File: config.mk
export PLATFORM = sky130hd
export DESIGN_NAME = note_lane_scroller_flat
export DESIGN_NICKNAME = d
export VERILOG_FILES = /design/src/rtl/note_lane_scroller_pkg.sv /design/src/rtl/note_lane_scroller_if.sv /design/src/rtl/note_lane_scroller_lane_hit_finder.sv /design/src/rtl/note_lane_scroller.sv /design/src/flat_wrapper.sv
export SDC_FILE = /design/constraint.sdc
export NUM_CORES = 1
export LEC_CHECK = 0
export BUFFER_PORTS_ARGS = -buffer_cell sky130_fd_sc_hd__buf_2
export CORE_ASPECT_RATIO = 0.7
export CORE_UTILIZATION = 45
export CTS_BUF_LIST = sky130_fd_sc_hd__clkbuf_8
export DETAILED_ROUTE_END_ITERATION = 6
export PLACE_DENSITY = 0.76
export SLEW_MARGIN = 20
export SYNTH_ARGS = -nofsm -noshare
export SYNTH_HDL_FRONTEND = slang
export SYNTH_SLANG_ARGS = --single-unit
export TNS_END_PERCENT = 100
File: constraint.sdc
create_clock -name clk -period 3.6 [get_ports clk]
set_input_delay 0.54 -clock clk [delete_from_list [all_inputs] [get_ports clk]]
set_output_delay 0.54 -clock clk [all_outputs]
set_load 0.02 [all_outputs]
File: src/rtl/note_lane_scroller_pkg.sv
// Shared types and default geometry for the note lane scroller.
package note_lane_scroller_pkg;

  localparam int LANE_DEPTH_DEF = 16;
  localparam int JUDGE_POS_DEF  = 13;
  localparam int PAT_AW_DEF     = 8;
  localparam int PAT_LEN_DEF    = 200;

  typedef enum logic [2:0] {
    S_IDLE  = 3'd0,
    S_FETCH = 3'd1,
    S_ARMED = 3'd2,
    S_DRAIN = 3'd3,
    S_DONE  = 3'd4
  } state_t;

endpackage

File: src/rtl/note_lane_scroller_if.sv
// Pattern ROM fetch channel: request/address out, valid/data back.
interface note_lane_scroller_if
  import note_lane_scroller_pkg::*;
#(
  parameter int PAT_AW = PAT_AW_DEF
);
  logic              pat_req;
  logic [PAT_AW-1:0] pat_addr;
  logic              pat_valid;
  logic              pat_data;

  modport master (output pat_req, output pat_addr, input pat_valid, input pat_data);
  modport slave  (input pat_req, input pat_addr, output pat_valid, output pat_data);
endinterface

File: src/rtl/note_lane_scroller_lane_hit_finder.sv
// Finds the note closest to the exit inside the judge window and returns a one-hot clear mask.
module lane_hit_finder
  import note_lane_scroller_pkg::*;
#(
  parameter int LANE_DEPTH = LANE_DEPTH_DEF,
  parameter int JUDGE_POS  = JUDGE_POS_DEF
) (
  input  logic [LANE_DEPTH-1:0] lane,
  output logic                  found,
  output logic [LANE_DEPTH-1:0] clr_mask
);

  // Walk from the exit row upward; only the first note seen is selected.
  always_comb begin
    clr_mask = '0;
    found    = 1'b0;
    for (int i = LANE_DEPTH - 1; i >= JUDGE_POS; i--) begin
      clr_mask[i] = lane[i] & ~found;
      found       = found | lane[i];
    end
  end

endmodule

File: src/rtl/note_lane_scroller.sv
// Note lane scroller: shifts one lane per tick, fetching rows from a pattern ROM,
// and turns button presses / escaped notes into hit/miss pulses.
module note_lane_scroller
  import note_lane_scroller_pkg::*;
#(
  parameter int LANE_DEPTH = LANE_DEPTH_DEF,
  parameter int JUDGE_POS  = JUDGE_POS_DEF,
  parameter int PAT_AW     = PAT_AW_DEF,
  parameter int PAT_LEN    = PAT_LEN_DEF
) (
  input  logic                  clk,
  input  logic                  rst,
  input  logic                  tick,
  input  logic                  run,
  input  logic                  btn,
  note_lane_scroller_if.master  pat,
  output logic [LANE_DEPTH-1:0] lane,
  output logic                  hit,
  output logic                  miss,
  output logic                  done,
  output logic                  tick_overrun
);

  // One extra address bit so a full 2**PAT_AW pattern can still reach its end count.
  localparam logic [PAT_AW:0] PAT_END = (PAT_AW + 1)'(PAT_LEN);
  localparam logic [PAT_AW:0] ADDR_ONE = (PAT_AW + 1)'(1);

  state_t                state_r;
  logic [LANE_DEPTH-1:0] lane_r;
  logic [PAT_AW:0]       addr_r;
  logic                  req_r, next_row_r, pend_r, hit_r, miss_r, done_r, ovr_r;

  logic [LANE_DEPTH-1:0] clr_mask_s, cleared_s, shifted_s;
  logic                  found_s, play_s, move_s, judge_s, eff_tick_s, drop_s, xfer_s;
  logic                  pend_next_s;

  lane_hit_finder #(
    .LANE_DEPTH (LANE_DEPTH),
    .JUDGE_POS  (JUDGE_POS)
  ) u_finder (
    .lane     (lane_r),
    .found    (found_s),
    .clr_mask (clr_mask_s)
  );

  assign play_s     = (state_r == S_FETCH) || (state_r == S_ARMED) || (state_r == S_DRAIN);
  assign move_s     = (state_r == S_ARMED) || (state_r == S_DRAIN);
  assign judge_s    = btn && run && play_s;
  assign eff_tick_s = run && move_s && (tick || pend_r);
  assign drop_s     = run && play_s && tick && pend_r;
  assign xfer_s     = req_r && pat.pat_valid;
  // A press is resolved before the shift so a judged bottom note never counts as a miss.
  assign cleared_s  = judge_s ? (lane_r & ~clr_mask_s) : lane_r;
  assign shifted_s  = {cleared_s[LANE_DEPTH-2:0], (state_r == S_ARMED) ? next_row_r : 1'b0};

  // Pending tick: latched while fetching, consumed by the next effective tick.
  always_comb begin
    pend_next_s = pend_r;
    if (run && tick && (state_r == S_FETCH)) begin
      pend_next_s = 1'b1;
    end else if (eff_tick_s) begin
      pend_next_s = 1'b0;
    end else begin
      pend_next_s = pend_r;
    end
  end

  // Main sequencer: state, lane, address counter and registered pulses.
  always_ff @(posedge clk) begin
    if (!rst) begin
      state_r    <= S_IDLE;
      lane_r     <= '0;
      addr_r     <= '0;
      req_r      <= 1'b0;
      next_row_r <= 1'b0;
      pend_r     <= 1'b0;
      hit_r      <= 1'b0;
      miss_r     <= 1'b0;
      done_r     <= 1'b0;
      ovr_r      <= 1'b0;
    end else begin
      hit_r  <= judge_s && found_s;
      miss_r <= eff_tick_s && cleared_s[LANE_DEPTH-1];
      ovr_r  <= ovr_r || drop_s;
      pend_r <= pend_next_s;
      case (state_r)
        S_IDLE: begin
          lane_r <= '0;
          addr_r <= '0;
          done_r <= 1'b0;
          if (run) begin
            state_r <= S_FETCH;
            req_r   <= 1'b1;
          end
        end
        S_FETCH: begin
          lane_r <= cleared_s;
          if (xfer_s) begin
            next_row_r <= pat.pat_data;
            addr_r     <= addr_r + ADDR_ONE;
            req_r      <= 1'b0;
            state_r    <= S_ARMED;
          end
        end
        S_ARMED: begin
          if (eff_tick_s) begin
            lane_r <= shifted_s;
            if (addr_r == PAT_END) begin
              state_r <= S_DRAIN;
            end else begin
              state_r <= S_FETCH;
              req_r   <= 1'b1;
            end
          end else begin
            lane_r <= cleared_s;
          end
        end
        S_DRAIN: begin
          if (eff_tick_s) begin
            lane_r <= shifted_s;
            if (shifted_s == '0) begin
              state_r <= S_DONE;
              done_r  <= 1'b1;
            end
          end else begin
            lane_r <= cleared_s;
          end
        end
        S_DONE: begin
          if (!run) begin
            state_r <= S_IDLE;
            done_r  <= 1'b0;
          end
        end
        default: begin
          state_r <= S_IDLE;
          req_r   <= 1'b0;
          lane_r  <= '0;
          done_r  <= 1'b0;
        end
      endcase
    end
  end

  assign lane         = lane_r;
  assign hit          = hit_r;
  assign miss         = miss_r;
  assign done         = done_r;
  assign tick_overrun = ovr_r;
  assign pat.pat_req  = req_r;
  assign pat.pat_addr = addr_r[PAT_AW-1:0];

endmodule

File: src/flat_wrapper.sv
// flat-port wrapper written by rule: the top's interface ports become plain ports
module note_lane_scroller_flat import note_lane_scroller_pkg::*;
#(
  parameter int LANE_DEPTH = LANE_DEPTH_DEF,
  parameter int JUDGE_POS  = JUDGE_POS_DEF,
  parameter int PAT_AW     = PAT_AW_DEF,
  parameter int PAT_LEN    = PAT_LEN_DEF
)
  (clk, rst, tick, run, btn, lane, hit, miss, done, tick_overrun, pat_pat_req, pat_pat_addr, pat_pat_valid, pat_pat_data);
  note_lane_scroller_if #(.PAT_AW(PAT_AW)) pat_i ();
  input  logic clk;
  input  logic rst;
  input  logic tick;
  input  logic run;
  input  logic btn;
  output logic [LANE_DEPTH-1:0] lane;
  output logic hit;
  output logic miss;
  output logic done;
  output logic tick_overrun;
  output wire logic [$bits(pat_i.pat_req)-1:0] pat_pat_req;
  output wire logic [$bits(pat_i.pat_addr)-1:0] pat_pat_addr;
  input wire logic [$bits(pat_i.pat_valid)-1:0] pat_pat_valid;
  input wire logic [$bits(pat_i.pat_data)-1:0] pat_pat_data;
  assign pat_pat_req = pat_i.pat_req;
  assign pat_pat_addr = pat_i.pat_addr;
  assign pat_i.pat_valid = pat_pat_valid;
  assign pat_i.pat_data = pat_pat_data;
  note_lane_scroller #(.LANE_DEPTH(LANE_DEPTH), .JUDGE_POS(JUDGE_POS), .PAT_AW(PAT_AW), .PAT_LEN(PAT_LEN)) u_core (.clk(clk), .rst(rst), .tick(tick), .run(run), .btn(btn), .pat(pat_i), .lane(lane), .hit(hit), .miss(miss), .done(done), .tick_overrun(tick_overrun));
endmodule
==> flow_summary.ini, run 1 <==
[sta]
layout_min_cycle_time_ps = 2211
setup_tns_ps = 0
hold_viol_final = 0
fmaxAchievable_mhz = 452.4
postLayoutSetupSlackWorst_ps = 1389
clock_skew_ps = 7.026
slew_viol_final = 0
fin_crit_sh_pct = 61.41
rsz0062_at_grt = false
worst_pin_slew_ps = 830.5
setup_viol = 0
slew-limit-headroom_pct = 44.63

[floorplan]
initial_utilization_pct = 48.45
die-area_um2 = 4162
num_rows = 18
core_um2 = 3626
ios = 36
fp.dieH_um = 54.28
fp.dieW_um = 76.68

[final_layout]
fillers = 341
drive_gt1_share_pct = 23.98
final_nets = 229
area_growth_syn_to_layout_pct = 12.32
diodes = 0

[route]
dr.pass1.iters = 4
dr_total_vias = 1586
drt_wl_total_um = 4064
ant_nets = 0
post_drt_wl_per_cell_um = 15.00
via_per_inst = 5.852
drt-initial-drc-count = 171
drc = 0

[clock_network]
path_clk_slew_ps = 70
cts.sinks = 35
cts_setup_buffers = 0
hold_buffers = 0
cts_buffers = 5
tritoncts = done
h-tree-depth = 2
clock-root-buffer = clkbuf_8
cts_resized = 0
clock_path_buffers = 2
clk_latency_ps = 290

[placed_design]
hpwl_um = 2873
io_buffers = 35
place_congestion = 0.7960
dp_slack_ps = 1439

[worst_setup_path]
r2r-start = u_core.state_r[1]$_SDFFE_PN0P_
cp.required_ps = 3830
cp-end-kind = register
critPathLaunch = u_core.state_r[1]$_SDFFE_PN0P_
cp.arrival_ps = 2440
crit_type = reg -> reg
path_max_fanout = 20
critPathLaunchType = register

[job]
drv_cap = 0

[global_route]
grt_overflow = 0
antenna_found_initial = 0
grt_use_total_pct = 20.82
grt_max_degree = 22
grt_pass1_vias = 1272
grt_pass1_wl_um = 6479

[yosys]
synth.area.top_cells = dfxtp_1 40%, a22o_1 5.5%, buf_4 3.4%, a21oi_1 2.8%, o21ai_0 2.8%
ys_types = 53
synth_top_area_share_pct = 39.89
postSynthCellCount = 197
syn_area_um2 = 1757
ys.flop_type = dfxtp_1
synth_edf_count = 0
async_reset_ff_share_pct = 0
syn_area_per_cell_um2 = 8.917
synth_seq_cells = 35
synth.largest_area_cell = dfxtp_1
syn-num-nets = 206
synth.yosys.warnings = 0
ys_seq_area_share_pct = 39.89

[worst_hold_path]
hp-start = pat_pat_data
min_path_type = in -> reg

[power]
power.density_nw_per_um2 = 403.8
leakage_nw = 0.8426
ir_drop_mv = 0.2245

[outcome]
outcome = complete, no violations
per-stage QoR:
step | hold WS [ps] | area [um2] | util [%] | instances | power (mW)
after floorplan | 479.5 | 1757 | - | 197 | 0.5091
after global placement | 470.4 | 1892 | 52.17 | 263 | 0.5340
after detailed placement | 473.2 | 1892 | 52.17 | 263 | 0.5361
after CTS | 492.6 | 1973 | 54.42 | 271 | 0.7992
after global routing | 521.4 | 1973 | 54.42 | 271 | 0.8364
final | 499.5 | 1973 | 54.42 | 271 | 0.7968
cells by family (layout without fill, tap and decap cells):
kind of cell | Yosys count | count (layout) | share of synthesized area, %
fa+ha+maj | 2 | 2 | 1.424
buf+inv | 23 | 47 | 6.694
mux | 2 | 2 | 1.211
compound gates | 63 | 63 | 26.92
simple gates | 69 | 69 | 22.37
flops | 35 | 35 | 39.89
xor+xnor | 3 | 3 | 1.496
cell usage in the layout, fill, tap and decap left out, types with 5 or more instances in the layout:
master,n
a22o_1,11
nand3_1,8
buf_2,35
inv_1,6
nor2_1,9
a21oi_1,10
clkbuf_8,5
or3_1,5
dfxtp_1,35
nor2b_1,5
o21ai_0,10
nand4_1,5
nor3_1,6
nand2_1,10
registers in the layout (all words and copies together) (netlist names):
name	count
u_core.addr_r	9
u_core.done	1
u_core.hit	1
u_core.lane	16
u_core.miss	1
u_core.next_row_r	1
u_core.pat.pat_req	1
u_core.pend_r	1
u_core.state_r	3
u_core.tick_overrun	1
power by group:
group          leakage [nW]  switching, mW  internal [mW]  total (mW)
registers             0.283         0.0225          0.395       0.418
logic                 0.509         0.0723         0.0405       0.113
clock network        0.0505          0.137          0.130       0.266
Yosys cell counts, types with 2 or more instances:
library cell / n
a211oi_1: 2
a21boi_0: 2
a21oi_1: 10
a22o_1: 11
a22o_2: 2
a31o_2: 2
and3_1: 3
buf_4: 8
clkbuf_1: 9
dfxtp_1: 35
ha_1: 2
inv_1: 4
nand2_1: 10
nand3_1: 8
nand3b_1: 3
nand4_1: 5
nor2_1: 9
nor2b_1: 5
nor3_1: 6
nor3b_1: 2
nor4_1: 3
nor4bb_1: 2
o2111ai_1: 3
o211a_1: 3
o21a_1: 3
o21ai_0: 10
o21ai_2: 2
or3_1: 5
or4_1: 2
xor2_1: 3
worst max-delay path, stage by stage, from the launching register on:
cell and delay (ps):
dfxtp_1 690, nor2_1 320, o41a_1 480, or4_4 540
o21ai_2 110
worst paths after layout:
kind                                          to  slack, ps  cells past startpoint
setup reg to reg  u_core.state_r[2]$_SDFFE_PN0P_       1390                      4
hold / removal    u_core.next_row_r$_SDFFE_PN0P_        500                      3
setup / recovery  u_core.state_r[2]$_SDFFE_PN0P_       1390                      4
hold reg to reg   u_core.tick_overrun$_SDFF_PN0_        500                      2
per-layer routing:
layer,GRT usage [%],share of wire [%]
met5,0,0
met4,9.615,1.6
met3,5.167,7.8
met2,27.53,39
met1,31.06,51
cell type report:
class                   count  area, um2  area share [%]
well taps                  50      62.56           3.171
repair buffers             35      175.2           8.878
clock inverters             3      12.51          0.6341
clock buffers               5      68.82           3.488
inverters                   4      15.01          0.7609
flip-flops and latches     35      700.7           35.51
multi-input cells         139      938.4           47.56
Power figures use the tool's default switching activity.
==> run 2, diff against run 1 <==
==> constraint.sdc (replaced) <==
create_clock -name clk -period 2.1 [get_ports clk]
set_input_delay 0.315 -clock clk [delete_from_list [all_inputs] [get_ports clk]]
set_output_delay 0.315 -clock clk [all_outputs]
set_load 0.02 [all_outputs]
==> run 2 against run 1 <==
Cell count is 2.2% higher. Sequential power up 67%. Cell area grew 3.2%. Largest cell class unchanged. Die area did not move. Wire length increased by 5.1%. Clock-buffer cell count is 1 higher. Maximum frequency increased by 12%. Hold slack lost 220 ps. Setup slack lost 1300 ps. Critical path depth did not move. Clock power rose by 82%. Sequential cell count unchanged.
==> flow_summary.ini, run 2 (synthesis results as in run 1) <==
[global_route]
grt_pass1_wl_um = 6906
grt_max_degree = 15
grt_overflow = 0
antenna_found_initial = 0
grt_use_total_pct = 21.86
grt_pass1_vias = 1407

[worst_setup_path]
cp-end-kind = register
critPathLaunchType = register
path_max_fanout = 4
regToRegSetupSlack_ps = 130
reg2reg_depth = 4
cp.required_ps = 2310
r2r_end = u_core.state_r[2]$_SDFFE_PN0P_
cp.arrival_ps = 2190
r2r-start = u_core.lane[7]$_SDFFE_PN0P_
crit_type = reg -> reg

[power]
ir_drop_mv = 0.4595
total_power_mw = 1.419
leakage_nw = 0.8735
power.density_nw_per_um2 = 697.1

[final_layout]
multi_input_comb_area_um2 = 942.2
final_nets = 236
drive_gt1_share_pct = 27.31
seqCellArea_um2 = 700.7
largest_reg_flops = 16
layout_common_cells = 35 x buf_2, 35 x dfxtp_1, 11 x a22o_1
final_core_util_pct = 56.14
fillers = 340
diodes = 0
area_growth_syn_to_layout_pct = 15.88

[floorplan]
die-area_um2 = 4162
num_rows = 18
initial_utilization_pct = 48.45
fp.dieH_um = 54.28
ios = 36
core_um2 = 3626
fp.dieW_um = 76.68

[placed_design]
dp_slack_ps = 153.9
hpwl_um = 3047
io_buffers = 35
place_congestion = 0.7927

[sta]
slew_viol_final = 0
clock_skew_ps = 8.650
setup_viol = 0
setup_tns_ps = 0
postLayoutSetupSlackWorst_ps = 128.5
rsz0062_at_grt = false
layout_min_cycle_time_ps = 1972
fin_crit_sh_pct = 93.88
fmaxAchievable_mhz = 507.2
worst_pin_slew_ps = 545.6
slew-limit-headroom_pct = 63.63
hold_viol_final = 0

[route]
ant_nets = 0
drc = 0
drt-initial-drc-count = 99
dr.pass1.iters = 4
drt_wl_total_um = 4273
post_drt_wl_per_cell_um = 15.43
via_per_inst = 5.852
dr_total_vias = 1621

[clock_network]
clock-root-buffer = clkbuf_8
tritoncts = done
path_clk_slew_ps = 70
clock_path_buffers = 2
cts.sinks = 35
hold_buffers = 0
clk_latency_ps = 280
cts_buffers = 5
cts_setup_buffers = 0
h-tree-depth = 2

[worst_hold_path]
min_path_cells = 3
min_to = u_core.next_row_r$_SDFFE_PN0P_
min_path_type = in -> reg
hp-start = pat_pat_data

[outcome]
outcome = complete, no violations

[job]
drv_cap = 0
## run 2: changes by cell type in the layout (fill, tap and decap cells not counted), sizes merged
cell	previous run	this run
buf	35	42
inv	6	4
clkbuf	5	6
## run 2: critical path, stage by stage, from the launching register on
cell and delay, ps:
dfxtp_1 330, or4_1 520, a2111o_1 430, or4_4 510
o21ai_2 130
## run 2: worst max path at each step
stage | depth (start not counted) | start | endpoint
2_1_floorplan | 4 | u_core.lane[7]$_SDFFE_PN0P_ | u_core.done$_SDFFE_PN0P_
3_3_place_gp | 4 | u_core.lane[7]$_SDFFE_PN0P_ | u_core.state_r[2]$_SDFFE_PN0P_
3_5_place_dp | 4 | u_core.lane[7]$_SDFFE_PN0P_ | u_core.state_r[2]$_SDFFE_PN0P_
4_1_cts | 4 | u_core.lane[7]$_SDFFE_PN0P_ | u_core.state_r[2]$_SDFFE_PN0P_
5_1_grt | 4 | u_core.lane[7]$_SDFFE_PN0P_ | u_core.state_r[2]$_SDFFE_PN0P_
6_report | 4 | u_core.lane[7]$_SDFFE_PN0P_ | u_core.state_r[2]$_SDFFE_PN0P_
## run 2: layout make-up
type | count | area share (%)
clock buffer | 6 | 4.057
multi-input combinational | 139 | 46.28
inverter | 4 | 0.7376
timing repair buffer | 42 | 11.19
tap | 50 | 3.073
clock inverter | 1 | 0.2459
sequential | 35 | 34.42
## run 2: per-layer routing
metal / global-route usage [%] / vias to the layer above / routed length, um
met5: 0 / - / 0
met3: 6.167 / 4 / 228
met4: 6.410 / 0 / 35
met1: 32.17 / 770 / 2265
li1: - / 801 / -
met2: 30.65 / 46 / 1744
## run 2: metrics by stage
step	instance area, um2	hold WS [ps]	cells
floorplan	1757	432.5	197
global placement	1944	466.2	270
detailed placement	1944	485.9	270
CTS	2032	289.5	277
global route	2036	308.4	277
finish	2036	279.3	277
## run 2: power by group
group          internal, mW  switching [mW]
Clock                 0.257           0.227
Combinational        0.0867           0.150
Sequential            0.677          0.0214
## run 2: what timing repair did
item / 4_1_cts / 5_1_grt
gates resized for setup: 0 / 1
hold endpoints to repair: 0 / 0
setup endpoints to repair: 0 / 11
==> run 3, diff against run 2 <==
--- a/config.mk
+++ b/config.mk
@@ -6,11 +6,13 @@
 export NUM_CORES = 1
 export LEC_CHECK = 0
 export BUFFER_PORTS_ARGS = -buffer_cell sky130_fd_sc_hd__buf_2
+export CELL_PAD_IN_SITES_DETAIL_PLACEMENT = 1
+export CELL_PAD_IN_SITES_GLOBAL_PLACEMENT = 2
 export CORE_ASPECT_RATIO = 0.7
-export CORE_UTILIZATION = 45
+export CORE_UTILIZATION = 34
 export CTS_BUF_LIST = sky130_fd_sc_hd__clkbuf_8
 export DETAILED_ROUTE_END_ITERATION = 6
-export PLACE_DENSITY = 0.76
+export PLACE_DENSITY = 0.9
 export SLEW_MARGIN = 20
 export SYNTH_ARGS = -nofsm -noshare
 export SYNTH_HDL_FRONTEND = slang
==> run 3 against run 2 <==
Global-route usage shrank 1.3 points. Register-to-register slack worse by 30 ps. Largest cell class unchanged. Maximum frequency decreased by 1.3%. Critical path type unchanged. Largest power group unchanged. Combinational power is 13% higher. Clock skew is 1.8 ps lower. Cell count up 8.7%. Total power is 3.9% higher. Hold slack worse by 15 ps. Clock power up 5.4%.
==> flow_summary.ini, run 3 (synthesis results as in run 1) <==
[route]
drt-initial-drc-count = 103
dr.pass1.iters = 4
ant_nets = 0
drt_wl_total_um = 5054
drc = 0
via_per_inst = 5.525
post_drt_wl_per_cell_um = 16.79
dr_total_vias = 1663

[worst_hold_path]
min_to = u_core.next_row_r$_SDFFE_PN0P_
hp-start = pat_pat_data
min_path_cells = 3
min_path_type = in -> reg

[floorplan]
core_um2 = 4861
die-area_um2 = 5463
num_rows = 21
fp.dieW_um = 87.91
initial_utilization_pct = 36.14
fp.dieH_um = 62.14
ios = 36

[worst_setup_path]
cp.required_ps = 2330
cp.arrival_ps = 2230
regToRegSetupSlack_ps = 100
r2r_end = u_core.done$_SDFFE_PN0P_
crit_type = reg -> reg
critPathLaunchType = register
path_max_fanout = 4
cp-end-kind = register
r2r-start = u_core.lane[7]$_SDFFE_PN0P_
reg2reg_depth = 4

[clock_network]
clk_latency_ps = 300
cts.sinks = 35
clock_path_buffers = 2
h-tree-depth = 2
tritoncts = done
path_clk_slew_ps = 70
clock-root-buffer = clkbuf_8
cts_buffers = 5

[final_layout]
final_core_util_pct = 43.14
diodes = 0
area_growth_syn_to_layout_pct = 19.37
instances_no_fill = 301
final_nets = 241
layout_common_cells = 35 x buf_2, 35 x dfxtp_1, 12 x buf_4
largest_reg_flops = 16
drive_gt1_share_pct = 28.88

[placed_design]
dp_slack_ps = 107.6
hpwl_um = 3709
placed_cells = 294
io_buffers = 35
place_congestion = 0.7991

[sta]
postLayoutSetupSlackWorst_ps = 103.1
hold_viol_final = 0
worst_pin_slew_ps = 535.5
fin_crit_sh_pct = 95.09
rsz0062_at_grt = false
clock_skew_ps = 6.848
setup_tns_ps = 0
slew_viol_final = 0
slew-limit-headroom_pct = 64.02
fmaxAchievable_mhz = 500.8
layout_min_cycle_time_ps = 1997
setup_viol = 0

[global_route]
antenna_found_initial = 0
grt_use_total_pct = 20.60
grt_pass1_vias = 1583
grt_max_degree = 14
grt_overflow = 0
grt_pass1_wl_um = 8397

[power]
total_power_mw = 1.474
power.density_nw_per_um2 = 703.1
leakage_nw = 0.8971
ir_drop_mv = 0.2503

[job]
drv_cap = 0

[outcome]
outcome = complete, no violations
## run 3: cell count changes in the layout (fill, tap and decap cells not counted)
cell | before | now
buf_4 | 7 | 12
## run 3: worst max path at each step
| stage | from | depth (start not counted) | end |
|---|---|---|---|
| floorplan | u_core.lane[7]$_SDFFE_PN0P_ | 4 | u_core.done$_SDFFE_PN0P_ |
| global placement | u_core.lane[7]$_SDFFE_PN0P_ | 4 | u_core.state_r[2]$_SDFFE_PN0P_ |
| detailed placement | u_core.lane[7]$_SDFFE_PN0P_ | 4 | u_core.state_r[0]$_SDFFE_PN0P_ |
| CTS | u_core.lane[7]$_SDFFE_PN0P_ | 4 | u_core.done$_SDFFE_PN0P_ |
| global route | u_core.lane[7]$_SDFFE_PN0P_ | 4 | u_core.done$_SDFFE_PN0P_ |
| finish | u_core.lane[7]$_SDFFE_PN0P_ | 4 | u_core.done$_SDFFE_PN0P_ |
## run 3: layout make-up
cell class,instances,area (um2)
multi-input combinational,139,942.2
clock inverter,1,5.005
clock buffer,6,82.58
tap,69,86.33
timing repair buffer,47,265.3
inverter,4,15.01
fill,596,2764
sequential,35,700.7
## run 3: timing repair
item                                    CTS  global route
resized for setup                         0             1
hold buffers                              0             0
endpoints found under the setup margin    0            11
buffers inserted                          0             0
## run 3: through the flow
step	instance area, um2	hold slack [ps]
after floorplan	1757	432.5
after global placement	2006	475.6
after detailed placement	2006	497.4
after CTS	2093	259.5
after global routing	2097	264.3
final	2097	264.4
## run 3: power by group
part           internal [mW]  switching, mW  total [mW]
logic                  0.105          0.161       0.267
clock network          0.257          0.252       0.510
registers              0.677         0.0210       0.698
## run 3: worst max-delay path: stages, from the launching register on
cell,delay (ps)
dfxtp_1,340
or4_1,510
a2111o_1,450
or4_4,510
o21ai_2,130
## run 3: metal layers
metal,track usage (%),vias to the layer above,routed length [um]
li1,-,813,-
met1,30.20,817,2628
met2,27.91,28,2161
met3,5.984,5,189
met4,7.992,0,75
met5,0,-,0
